==> config.mk <==
export PLATFORM = sky130hd
export DESIGN_NAME = pcap_mem_store_framer
export DESIGN_NICKNAME = d
export VERILOG_FILES = /design/src/rtl/pcap_mem_store_framer.sv
export SDC_FILE = /design/constraint.sdc
export NUM_CORES = 1
export LEC_CHECK = 0
export CAP_MARGIN = 20
export CORE_AREA = 2 2 312 314
export DETAILED_ROUTE_END_ITERATION = 10
export DIE_AREA = 0 0 314 316
export PLACE_DENSITY = 0.5
export SLEW_MARGIN = 20
export SYNTH_ARGS = -nofsm -noshare
export SYNTH_HDL_FRONTEND = slang
export SYNTH_SLANG_ARGS = --single-unit
==> constraint.sdc <==
create_clock -name axis_aclk -period 17 [get_ports axis_aclk]
set_clock_uncertainty 0.15 [all_clocks]
set_input_delay 2.55 -clock axis_aclk [delete_from_list [all_inputs] [get_ports axis_aclk]]
set_output_delay 2.55 -clock axis_aclk [all_outputs]
set_load 0.005 [all_outputs]
==> src/rtl/pcap_mem_store_framer.sv <==
// Prefixes every packet with a 256-bit descriptor word and forwards the data beats unchanged.
// Keeps packet, output-word and length-error counters for the register interface.
module pcap_mem_store_framer #(
  parameter int unsigned C_S_AXIS_DATA_WIDTH  = 256,
  parameter int unsigned C_M_AXIS_DATA_WIDTH  = 256,
  parameter int unsigned C_S_AXIS_TUSER_WIDTH = 128
) (
  input  logic                              axis_aclk,
  input  logic                              axis_areset,
  input  logic [C_S_AXIS_DATA_WIDTH-1:0]    s_axis_tdata,
  input  logic [C_S_AXIS_DATA_WIDTH/8-1:0]  s_axis_tkeep,
  input  logic [C_S_AXIS_TUSER_WIDTH-1:0]   s_axis_tuser,
  input  logic                              s_axis_tvalid,
  output logic                              s_axis_tready,
  input  logic                              s_axis_tlast,
  output logic [C_M_AXIS_DATA_WIDTH-1:0]    m_axis_tdata,
  output logic [C_M_AXIS_DATA_WIDTH/8-1:0]  m_axis_tkeep,
  output logic                              m_axis_tvalid,
  input  logic                              m_axis_tready,
  output logic                              m_axis_tlast,
  input  logic                              store_en,
  input  logic                              stat_clear,
  output logic [31:0]                       stat_pkt_count,
  output logic [31:0]                       stat_word_count,
  output logic [15:0]                       stat_len_err_count
);

  localparam int unsigned KeepW = C_M_AXIS_DATA_WIDTH / 8;

  typedef enum logic [0:0] {StIdle, StData} state_e;

  state_e                           state_q, state_d;
  logic [C_M_AXIS_DATA_WIDTH-1:0]   data_q, data_d;
  logic [KeepW-1:0]                 keep_q, keep_d;
  logic                             last_q, last_d;
  logic                             valid_q, valid_d;
  logic [15:0]                      len_q, len_d;
  logic [31:0]                      acc_q, acc_d;
  logic [31:0]                      pkt_q, pkt_d;
  logic [31:0]                      word_q, word_d;
  logic [15:0]                      err_q, err_d;

  logic                             slot_free;
  logic                             in_hs;
  logic                             last_hs;
  logic                             out_hs;
  logic [31:0]                      beat_bytes;
  logic [31:0]                      total_bytes;
  logic [16:0]                      len_rnd;
  logic [C_M_AXIS_DATA_WIDTH-1:0]   header;

  logic unused_tuser;
  assign unused_tuser = ^{s_axis_tuser[C_S_AXIS_TUSER_WIDTH-1:64], s_axis_tuser[31:16],
                          len_rnd[16]};

  function automatic logic [31:0] popcount(input logic [KeepW-1:0] v);
    logic [31:0] c;
    c = '0;
    for (int i = 0; i < int'(KeepW); i++) begin
      c = c + 32'(v[i]);
    end
    return c;
  endfunction

  assign slot_free   = !valid_q || m_axis_tready;
  assign out_hs      = valid_q && m_axis_tready;
  assign in_hs       = (state_q == StData) && s_axis_tvalid && slot_free;
  assign last_hs     = in_hs && s_axis_tlast;
  assign beat_bytes  = popcount(s_axis_tkeep);
  assign total_bytes = acc_q + beat_bytes;
  assign len_rnd     = {1'b0, s_axis_tuser[15:0]} + 17'd31;

  always_comb begin
    header            = '0;
    header[15:0]      = s_axis_tuser[15:0];
    header[26:16]     = len_rnd[15:5];
    header[63:32]     = s_axis_tuser[63:32];
    header[95:64]     = pkt_q;
    header[255:224]   = 32'hCAFE_0001;
  end

  always_comb begin
    state_d       = state_q;
    data_d        = data_q;
    keep_d        = keep_q;
    last_d        = last_q;
    valid_d       = valid_q;
    len_d         = len_q;
    acc_d         = acc_q;
    s_axis_tready = 1'b0;

    // A free slot empties unless something is loaded below in the same cycle.
    if (slot_free) begin
      valid_d = 1'b0;
    end

    case (state_q)
      StIdle: begin
        if (s_axis_tvalid && store_en && slot_free) begin
          data_d  = header;
          keep_d  = '1;
          last_d  = 1'b0;
          valid_d = 1'b1;
          len_d   = s_axis_tuser[15:0];
          acc_d   = '0;
          state_d = StData;
        end
      end
      StData: begin
        s_axis_tready = slot_free;
        if (in_hs) begin
          data_d  = s_axis_tdata;
          keep_d  = s_axis_tkeep;
          last_d  = s_axis_tlast;
          valid_d = 1'b1;
          acc_d   = total_bytes;
          if (s_axis_tlast) begin
            state_d = StIdle;
          end
        end
      end
      default: state_d = StIdle;
    endcase
  end

  always_comb begin
    pkt_d  = pkt_q;
    word_d = word_q;
    err_d  = err_q;
    if (out_hs) begin
      word_d = word_q + 32'd1;
    end
    if (last_hs) begin
      pkt_d = pkt_q + 32'd1;
      if ((total_bytes != {16'd0, len_q}) && (err_q != 16'hFFFF)) begin
        err_d = err_q + 16'd1;
      end
    end
    // Clear wins over a coincident increment.
    if (stat_clear) begin
      pkt_d  = '0;
      word_d = '0;
      err_d  = '0;
    end
  end

  always_ff @(posedge axis_aclk or posedge axis_areset) begin
    if (axis_areset) begin
      state_q <= StIdle;
      data_q  <= '0;
      keep_q  <= '0;
      last_q  <= 1'b0;
      valid_q <= 1'b0;
      len_q   <= '0;
      acc_q   <= '0;
      pkt_q   <= '0;
      word_q  <= '0;
      err_q   <= '0;
    end else begin
      state_q <= state_d;
      data_q  <= data_d;
      keep_q  <= keep_d;
      last_q  <= last_d;
      valid_q <= valid_d;
      len_q   <= len_d;
      acc_q   <= acc_d;
      pkt_q   <= pkt_d;
      word_q  <= word_d;
      err_q   <= err_d;
    end
  end

  assign m_axis_tdata       = data_q;
  assign m_axis_tkeep       = keep_q;
  assign m_axis_tlast       = last_q;
  assign m_axis_tvalid      = valid_q;
  assign stat_pkt_count     = pkt_q;
  assign stat_word_count    = word_q;
  assign stat_len_err_count = err_q;

endmodule

# After elaboration in Yosys (flattened, before gate mapping)
# Cells that the tools add are included.
# totals
ff_bits	419
input_bits	423
output_inout_bits	371
word_cells	94
# op_classes
add_sub_neg	36
n_eq_ne	4
muxes	28
bitwise_logic	1
n_reduce_logical	15
# op_table
operator	count
two-way mux 256 bit	2
case mux 256 bit (2 select lines)	1
two-way mux 32 bit	8
case mux 32 bit (2 select lines)	2
adder 32 x 1 -> 32 bit, second input constant	2
two-way mux 16 bit	3
adder 31 x 1 -> 32 bit	1
adder 32 bit	1
inequality test 32 x 16 -> 1 bit	1
adder 30 x 1 -> 31 bit	1
adder 29 x 1 -> 30 bit	1
adder 28 x 1 -> 29 bit	1
adder 27 x 1 -> 28 bit	1
adder 26 x 1 -> 27 bit	1
adder 25 x 1 -> 26 bit	1
adder 24 x 1 -> 25 bit	1
adder 23 x 1 -> 24 bit	1
adder 22 x 1 -> 23 bit	1
adder 21 x 1 -> 22 bit	1
adder 20 x 1 -> 21 bit	1
adder 19 x 1 -> 20 bit	1
adder 18 x 1 -> 19 bit	1
adder 17 x 1 -> 18 bit	1
adder 16 x 1 -> 17 bit	1
28 further kinds	48

# Depth between registers and ports, before layout
# Gate-level depths: netlist (run 1).
# logic_depth
ltp_word	37
ltp_mapped	22
depth_no_buf	20

# Worst setup path before layout (run 1)
# OpenSTA, ideal clock, no wires.
# synth_timing
kind	input to register
start	in s_axis_tkeep[0]
end	reg err_q[4], in the netlist stat_len_err_count[4]
setup_time_ps	125
t_arrival_ps	8448
required_ps	16725
setup_slack_ps	8277
cell_stages	20
n_path_buf	1
path_cell_list	fa_1 -> inv_1 -> fa_1 -> fa_1 -> fa_1 -> fa_1 -> fa_1 -> fa_1 -> inv_1 -> fa_1 -> a211oi_2 -> nor2_2 -> a41oi_4 -> nor2_2 -> a311o_1 -> a2111o_1 -> nor4_4 -> buf_6 -> nor4b_2 -> mux2_4
# synth_via
elab_chain_len	36
# synth_rtl
element	line	text
start, declared	11	input logic [C_S_AXIS_DATA_WIDTH/8-1:0] s_axis_tkeep,
adder 1 x 1 -> 2 bit	60	c = c + 32'(v[i]);
adder 2 x 1 -> 3 bit	60	
adder 3 x 1 -> 4 bit	60	
adder 4 x 1 -> 5 bit	60	
adder 5 x 1 -> 6 bit	60	
adder 6 x 1 -> 7 bit	60	
adder 7 x 1 -> 8 bit	60	
adder 8 x 1 -> 9 bit	60	
(+20 left out)	--	
adder 29 x 1 -> 30 bit	60	
adder 30 x 1 -> 31 bit	60	
adder 31 x 1 -> 32 bit	60	
adder 32 bit	70	assign total_bytes = acc_q + beat_bytes;
inequality test 32 x 16 -> 1 bit	135	if ((total_bytes != {16'd0, len_q}) && (err_q != 16'hFFFF)) begin
logical AND 1 bit	135	
nonzero test 2 bit (no line)	--	
AND reduction 2 bit (no line)	--	
end signal, assigned	169	err_q <= err_d;
end, declared	41	logic [15:0] err_q, err_d;
# Every way passes these cells.
# A chain may end at the register's enable or synchronous reset.

# Worst setup path in the final report (run 1)
# Same ends and word-level chain as after synthesis.

==> results of run 1 <==
[per-layer routing]
metal | wire length (um) | up-vias | track usage | share of wire
li1 | - | 7677 | - | -
met1 | 29900 | 7804 | 0.174 | 0.42
met2 | 34800 | 402 | 0.227 | 0.49
met3 | 4730 | 84 | 0.0422 | 0.067
met4 | 1570 | 0 | 0.0373 | 0.022
met5 | 0 | - | 0 | 0
[kinds of logic after synthesis]
kind of cell / synth area share
flip-flops: 0.540
XOR/XNOR: 0.0415
AO/OA/AOI/OAI: 0.165
buffers and inverters: 0.0397
multiplexers: 0.0486
AND/OR/NAND/NOR: 0.127
adder cells (fa/ha/maj): 0.0384
[worst register-to-register path, stage by stage, from the launching register on]
cell      delay, ns
dfrtp_1        0.32
inv_1          0.07
fa_1           0.57
fa_1           0.44
fa_1           0.57
fa_1           0.46
fa_1           0.51
fa_1           0.22
inv_1          0.07
fa_1           0.43
a211oi_2       0.30
nor2_2         0.12
a41oi_4        0.36
nor2_2         0.16
a311o_1        0.36
a2111o_1       0.45
nor4_4         0.14
buf_4          0.35
nor4b_2        0.15
mux2_4         0.32
[placed cells by master, fill, tap and decap left out, types with 17 or more instances in the layout]
cell | synthesis | routed
o22a_1 | 26 | 26
nor2_1 | 124 | 123
inv_1 | 54 | 53
clkbuf_16 | 0 | 52
nand3_1 | 44 | 44
clkdlybuf4s50_1 | 0 | 712
nand2_1 | 223 | 221
dfrtp_1 | 419 | 418
xnor2_1 | 27 | 27
nand4_1 | 22 | 22
a21oi_1 | 56 | 56
ha_1 | 18 | 18
o21ai_0 | 144 | 144
mux2i_1 | 81 | 81
buf_4 | 1 | 17
xor2_1 | 65 | 65
a22o_1 | 158 | 158
fa_1 | 26 | 26
[state kept, by name, indices dropped and copies added (netlist names)]
name / count
len_q: 16
m_axis_tvalid: 1
m_axis_tdata: 256
stat_word_count: 32
m_axis_tkeep: 32
acc_q: 32
state_q: 1
stat_pkt_count: 32
stat_len_err_count: 16
m_axis_tlast: 1
[final timing paths]
check,endpoint,slack [ns]
max,stat_len_err_count[4],7.74
min,m_axis_tdata[49],0.32
max reg2reg,stat_len_err_count[4],10.34
min reg2reg,m_axis_tdata[49],0.32
max in group asynchronous,m_axis_tdata[7],12.02
min in group asynchronous,m_axis_tdata[234],2.29
[cell type report]
cell class | instances | area, um^2 | share of cell area
clock buffers | 77 | 1540 | 0.0520
clock inverters | 18 | 225 | 0.00763
multi-input cells | 1203 | 8170 | 0.277
diodes | 3 | 7.51 | 0.000254
repair buffers | 731 | 7280 | 0.247
inverters | 54 | 210 | 0.00712
well taps | 1276 | 1600 | 0.0541
flip-flops and latches | 419 | 10500 | 0.355
[stage by stage]
stage / std cells / hold WS (ns)
2_1_floorplan: 1796 / 0.306
3_3_place_gp: 3683 / 0.310
3_5_place_dp: 3683 / 0.319
4_1_cts: 3778 / 0.332
5_1_grt: 3781 / 0.349
6_report: 3781 / 0.325
[report_power, final]
group / internal (W) / leakage (nW) / switching (W)
combinational: 0.00115 / 6.16 / 0.00104
sequential: 0.00133 / 5.34 / 0.000235
clock: 0.000686 / 0.864 / 0.000464
total: 0.00317 / 12.4 / 0.00174
==> flow_metrics.py, run 1 <==
metrics = {
    "outcome": {
        "status": "finished clean",
    },
    "sta": {
        "setup_ws_ns": 7.74,
        "fin_crit_ns": 9.26,
        "finalHoldViolCount": 0,
        "fmax_mhz": 108,
        "setup_tns_ns": 0,
        "rsz0062_at_grt": "no",
        "maxSlewViolCount": 0,
        "setup_viol": 0,
        "relSlewSlack": 0.317,
        "tightest_slew_ns": 1.02,
        "finalCritPeriodShare": 0.545,
    },
    "synth": {
        "synth_nets": 2263,
        "synth_area_um2": 19400,
        "synth_top_area_frac": 0.540,
        "ys_types": 80,
        "synthArstFlopShare": 1.00,
        "synth-edff-count": 0,
        "yosys.area.top_type": "dfrtp_1",
        "synthTopCellsByArea": "dfrtp_1 (54%), a22o_1 (7.1%), nand2_1 (4.3%)",
        "syn_inst": 1796,
        "synth_warnings": 0,
        "synthFlopType": "dfrtp_1",
        "synth_area_per_cell_um2": 10.8,
        "yosys_register_bits": 419,
        "seq_area_frac_synth": 0.540,
        "synth.most_common_cell": "dfrtp_1",
        "netlist_top_cells_count": "dfrtp_1 (419), nand2_1 (223), a22o_1 (158)",
    },
    "grt": {
        "grt_pass1_vias": 16000,
        "grtUsageTotal": 0.138,
        "antenna_found_initial": 4,
        "grt_pass1_wl_um": 105000,
        "grt_max_degree": 132,
        "grt_overflow": 0,
    },
    "worst_setup_path": {
        "cp.required_ns": 17.34,
        "crit_cells": 21,
        "worst-path-max-fanout": 22,
        "critical_path_class": "in2reg",
        "worstSetupEndpointType": "flip-flop",
        "crit_family": "adder cells",
        "ff2ff_path_depth": 19,
        "start_kind": "input port",
        "slowest_delay_ns": 0.57,
        "timing.rr.start": "acc_q[0]",
        "path_common_cell": "fa_1",
        "critPathArrivalTime_ns": 9.60,
        "cp-startpoint": "s_axis_tkeep[0]",
        "cp_cell_sequence": "clkdlybuf4s50_1 > fa_1 > inv_1 > fa_1 > fa_1 > fa_1 > fa_1 > fa_1 > fa_1 > inv_1 > fa_1 > a211oi_2 > nor2_2 > a41oi_4 > nor2_2 > a311o_1 > a2111o_1 > nor4_4 > buf_4 > nor4b_2 > mux2_4",
        "worst_path_max_delay_cell": "fa_1",
        "worst-path-buf-inv": 4,
    },
    "layout": {
        "design_area_um2": 29500,
        "layout-drive-gt1-share": 0.0600,
        "final_nets": 2928,
        "n_fill_cell": 9973,
        "final_core_util": 0.307,
        "area.growth.synth_to_final_pct": 52.1,
    },
    "route": {
        "drtIter0Drc": 977,
        "wl_um": 71000,
        "drt_drc_violations_left": 0,
        "ant_nets": 0,
        "dr.pass1.iters": 5,
        "post_drt_via_cell_ratio": 4.22,
        "vias": 16000,
        "wl_per_cell_um": 18.8,
    },
    "placement": {
        "place_ws_ns": 7.10,
        "place.gp.congestion": 0.802,
        "placed_area_um2": 27700,
        "portBuffers": 713,
        "place.detailed.hpwl_um": 51200,
    },
    "floorplan": {
        "die-height_um": 316,
        "die_x_um": 314,
        "placementRows": 114,
        "io_pins": 794,
        "die_area_um2": 99200,
        "core_um2": 96000,
        "start_util": 0.202,
    },
    "cts": {
        "clockBufferDepth": 3,
        "cts-root-buf": "clkbuf_16",
        "cts-buffers-inserted": 52,
        "cts_tree": "yes",
        "cts.sinks": 419,
        "ctsResizeCount": 0,
        "cts_hold_buf": 0,
        "post_cts_buffers": 0,
        "clock_latency_ns": 0.62,
        "h-tree-depth": 2,
        "clkTransAtPathRegs_ns": 0.06,
    },
    "pwr": {
        "power.total_w": 0.00491,
        "power_density_nw_per_um2": 166,
        "irDropWorstVdd_mv": 0.165,
        "p_leak_nw": 12.4,
    },
    "worst_hold_path": {
        "worstHoldPathCells": 2,
        "hp-class": "reg2reg",
        "min_from": "m_axis_tdata[49]",
    },
    "job": {
        "max_cap_violations": 0,
    },
}
Power figures use the tool's default switching activity.
==> inputs of run 2 (changes only) <==
Settings changed: PLACE_DENSITY 0.5 to 0.51.
Clock period 17 ns to 7.9 ns, I/O delays scaled along.
==> flow_metrics.py, run 2 (same netlist as run 1, synthesis figures left out) <==
metrics = {
    "grt": {
        "grt_max_degree": 176,
        "grt_overflow": 0,
        "grt_pass1_vias": 16300,
        "grt_pass1_wl_um": 107000,
        "antenna_found_initial": 4,
        "grtUsageTotal": 0.141,
    },
    "layout": {
        "layout.cells.non_filler": 3807,
        "final_core_util": 0.310,
        "final_cell_mix": "clkdlybuf4s50_1 (712), dfrtp_1 (418), nand2_1 (221)",
        "area.growth.synth_to_final_pct": 53.6,
        "largest_register_ffs": 256,
        "layout-drive-gt1-share": 0.0712,
        "design_area_um2": 29800,
        "mostFrequentLayoutCell": "clkdlybuf4s50_1",
        "n_fill_cell": 10000,
        "final_nets": 2955,
    },
    "floorplan": {
        "die-height_um": 316,
        "die_area_um2": 99200,
        "start_util": 0.202,
        "die_x_um": 314,
        "placementRows": 114,
        "io_pins": 794,
        "core_um2": 96000,
    },
    "placement": {
        "portBuffers": 713,
        "place.gp.congestion": 0.792,
        "placed_cells": 3710,
        "place_ws_ns": -0.394,
        "place.detailed.hpwl_um": 52900,
        "placed_area_um2": 28000,
    },
    "sta": {
        "fin_crit_ns": 7.65,
        "relSlewSlack": 0.188,
        "maxSlewViolCount": 0,
        "setup_viol": 0,
        "finalHoldViolCount": 0,
        "finalCritPeriodShare": 0.969,
        "tightest_slew_ns": 1.22,
        "setup_ws_ns": 0.249,
        "fmax_mhz": 131,
        "rsz0062_at_grt": "no",
        "setup_tns_ns": 0,
    },
    "route": {
        "wl_per_cell_um": 19.0,
        "wl_um": 72400,
        "drtIter0Drc": 870,
        "ant_nets": 0,
        "drt_drc_violations_left": 0,
        "post_drt_via_cell_ratio": 4.25,
        "vias": 16200,
        "dr.pass1.iters": 4,
    },
    "worst_setup_path": {
        "r2r_slack_ns": 1.49,
        "slowest_delay_ns": 0.62,
        "critPathArrivalTime_ns": 8.00,
        "worst_path_max_delay_cell": "fa_1",
        "worst-path-buf-inv": 4,
        "start_kind": "input port",
        "cp_cell_sequence": "clkdlybuf4s50_1 > inv_1 > fa_1 > fa_1 > fa_1 > fa_1 > fa_1 > fa_1 > fa_1 > buf_4 > or2b_1 > a21o_1 > a311o_1 > nor4_2 > o22ai_1 > a2111o_1 > nor4_4 > buf_12 > nor4_2 > mux2_4",
        "critical_path_class": "in2reg",
        "path_common_cell": "fa_1",
        "worstSetupEndpointType": "flip-flop",
        "crit_family": "adder cells",
        "worst-path-max-fanout": 14,
        "cp.required_ns": 8.25,
    },
    "pwr": {
        "irDropWorstVdd_mv": 0.417,
        "power_density_nw_per_um2": 364,
        "p_leak_nw": 12.6,
    },
    "job": {
        "max_cap_violations": 0,
    },
    "cts": {
        "clkTransAtPathRegs_ns": 0.06,
        "clock_latency_ns": 0.63,
        "h-tree-depth": 2,
        "post_cts_buffers": 0,
        "cts_hold_buf": 0,
        "ctsResizeCount": 0,
        "cts.sinks": 419,
        "cts-root-buf": "clkbuf_16",
        "clockBufferDepth": 3,
        "cts-buffers-inserted": 52,
        "cts_tree": "yes",
    },
    "outcome": {
        "status": "finished clean",
    },
    "worst_hold_path": {
        "hp-class": "reg2reg",
    },
}
==> run 2: routing by layer <==
metal  share of wire  GRT usage
met2            0.49      0.235
met4           0.021     0.0402
met3           0.063     0.0398
met5         0.00015          0
met1            0.42      0.178
==> run 2: final timing paths <==
kind / to / cells after the start / start
max: stat_len_err_count[7] / 20 / s_axis_tkeep[5]
min: m_axis_tdata[75] / 2 / m_axis_tdata[75]
max reg2reg: stat_len_err_count[7] / 18 / acc_q[0]
min reg2reg: m_axis_tdata[75] / 2 / m_axis_tdata[75]
max in group asynchronous: m_axis_tdata[144] / 4 / axis_areset
min in group asynchronous: m_axis_tdata[249] / 2 / axis_areset
==> run 2: worst register-to-register path, delay by kind of cell (launching register included) <==
family | cells | cell delay, ns
adders and majority gates | 6 | 2.90
AOI/OAI and AO/OA | 4 | 1.25
and+or+nand+nor | 4 | 0.90
buffers and inverters | 3 | 0.43
DFF | 1 | 0.33
muxes | 1 | 0.33
==> run 2: power breakdown <==
part	internal (W)	switching, W	leakage (nW)
sequential	0.00286	0.000492	5.34
clock	0.00150	0.00101	0.893
combinational	0.00269	0.00231	6.32
total	0.00704	0.00381	12.6
==> run 2: cell type report <==
class / instances / area (um^2) / share of cell area
Clock inverter: 23 / 278 / 0.00932
Inverter: 54 / 206 / 0.00693
Antenna cell: 4 / 10.0 / 0.000336
Tap cell: 1276 / 1600 / 0.0536
Timing Repair Buffer: 758 / 7560 / 0.254
Multi-Input combinational cell: 1203 / 8170 / 0.274
Sequential cell: 419 / 10500 / 0.352
Clock buffer: 70 / 1500 / 0.0503
==> run 2: metrics by stage <==
step                      total power [W]  hold slack, ns
after CTS                          0.0111           0.333
after detailed placement          0.00844           0.319
after floorplan                   0.00585           0.306
final                              0.0109           0.324
after global routing               0.0116           0.349
after global placement            0.00842           0.309
==> inputs of run 3 (changes only) <==
Settings changed: ABC_CLOCK_PERIOD_IN_PS set to 7900.
==> results of run 3 <==
Final layout, timing and power as in run 2 (identical DEF).
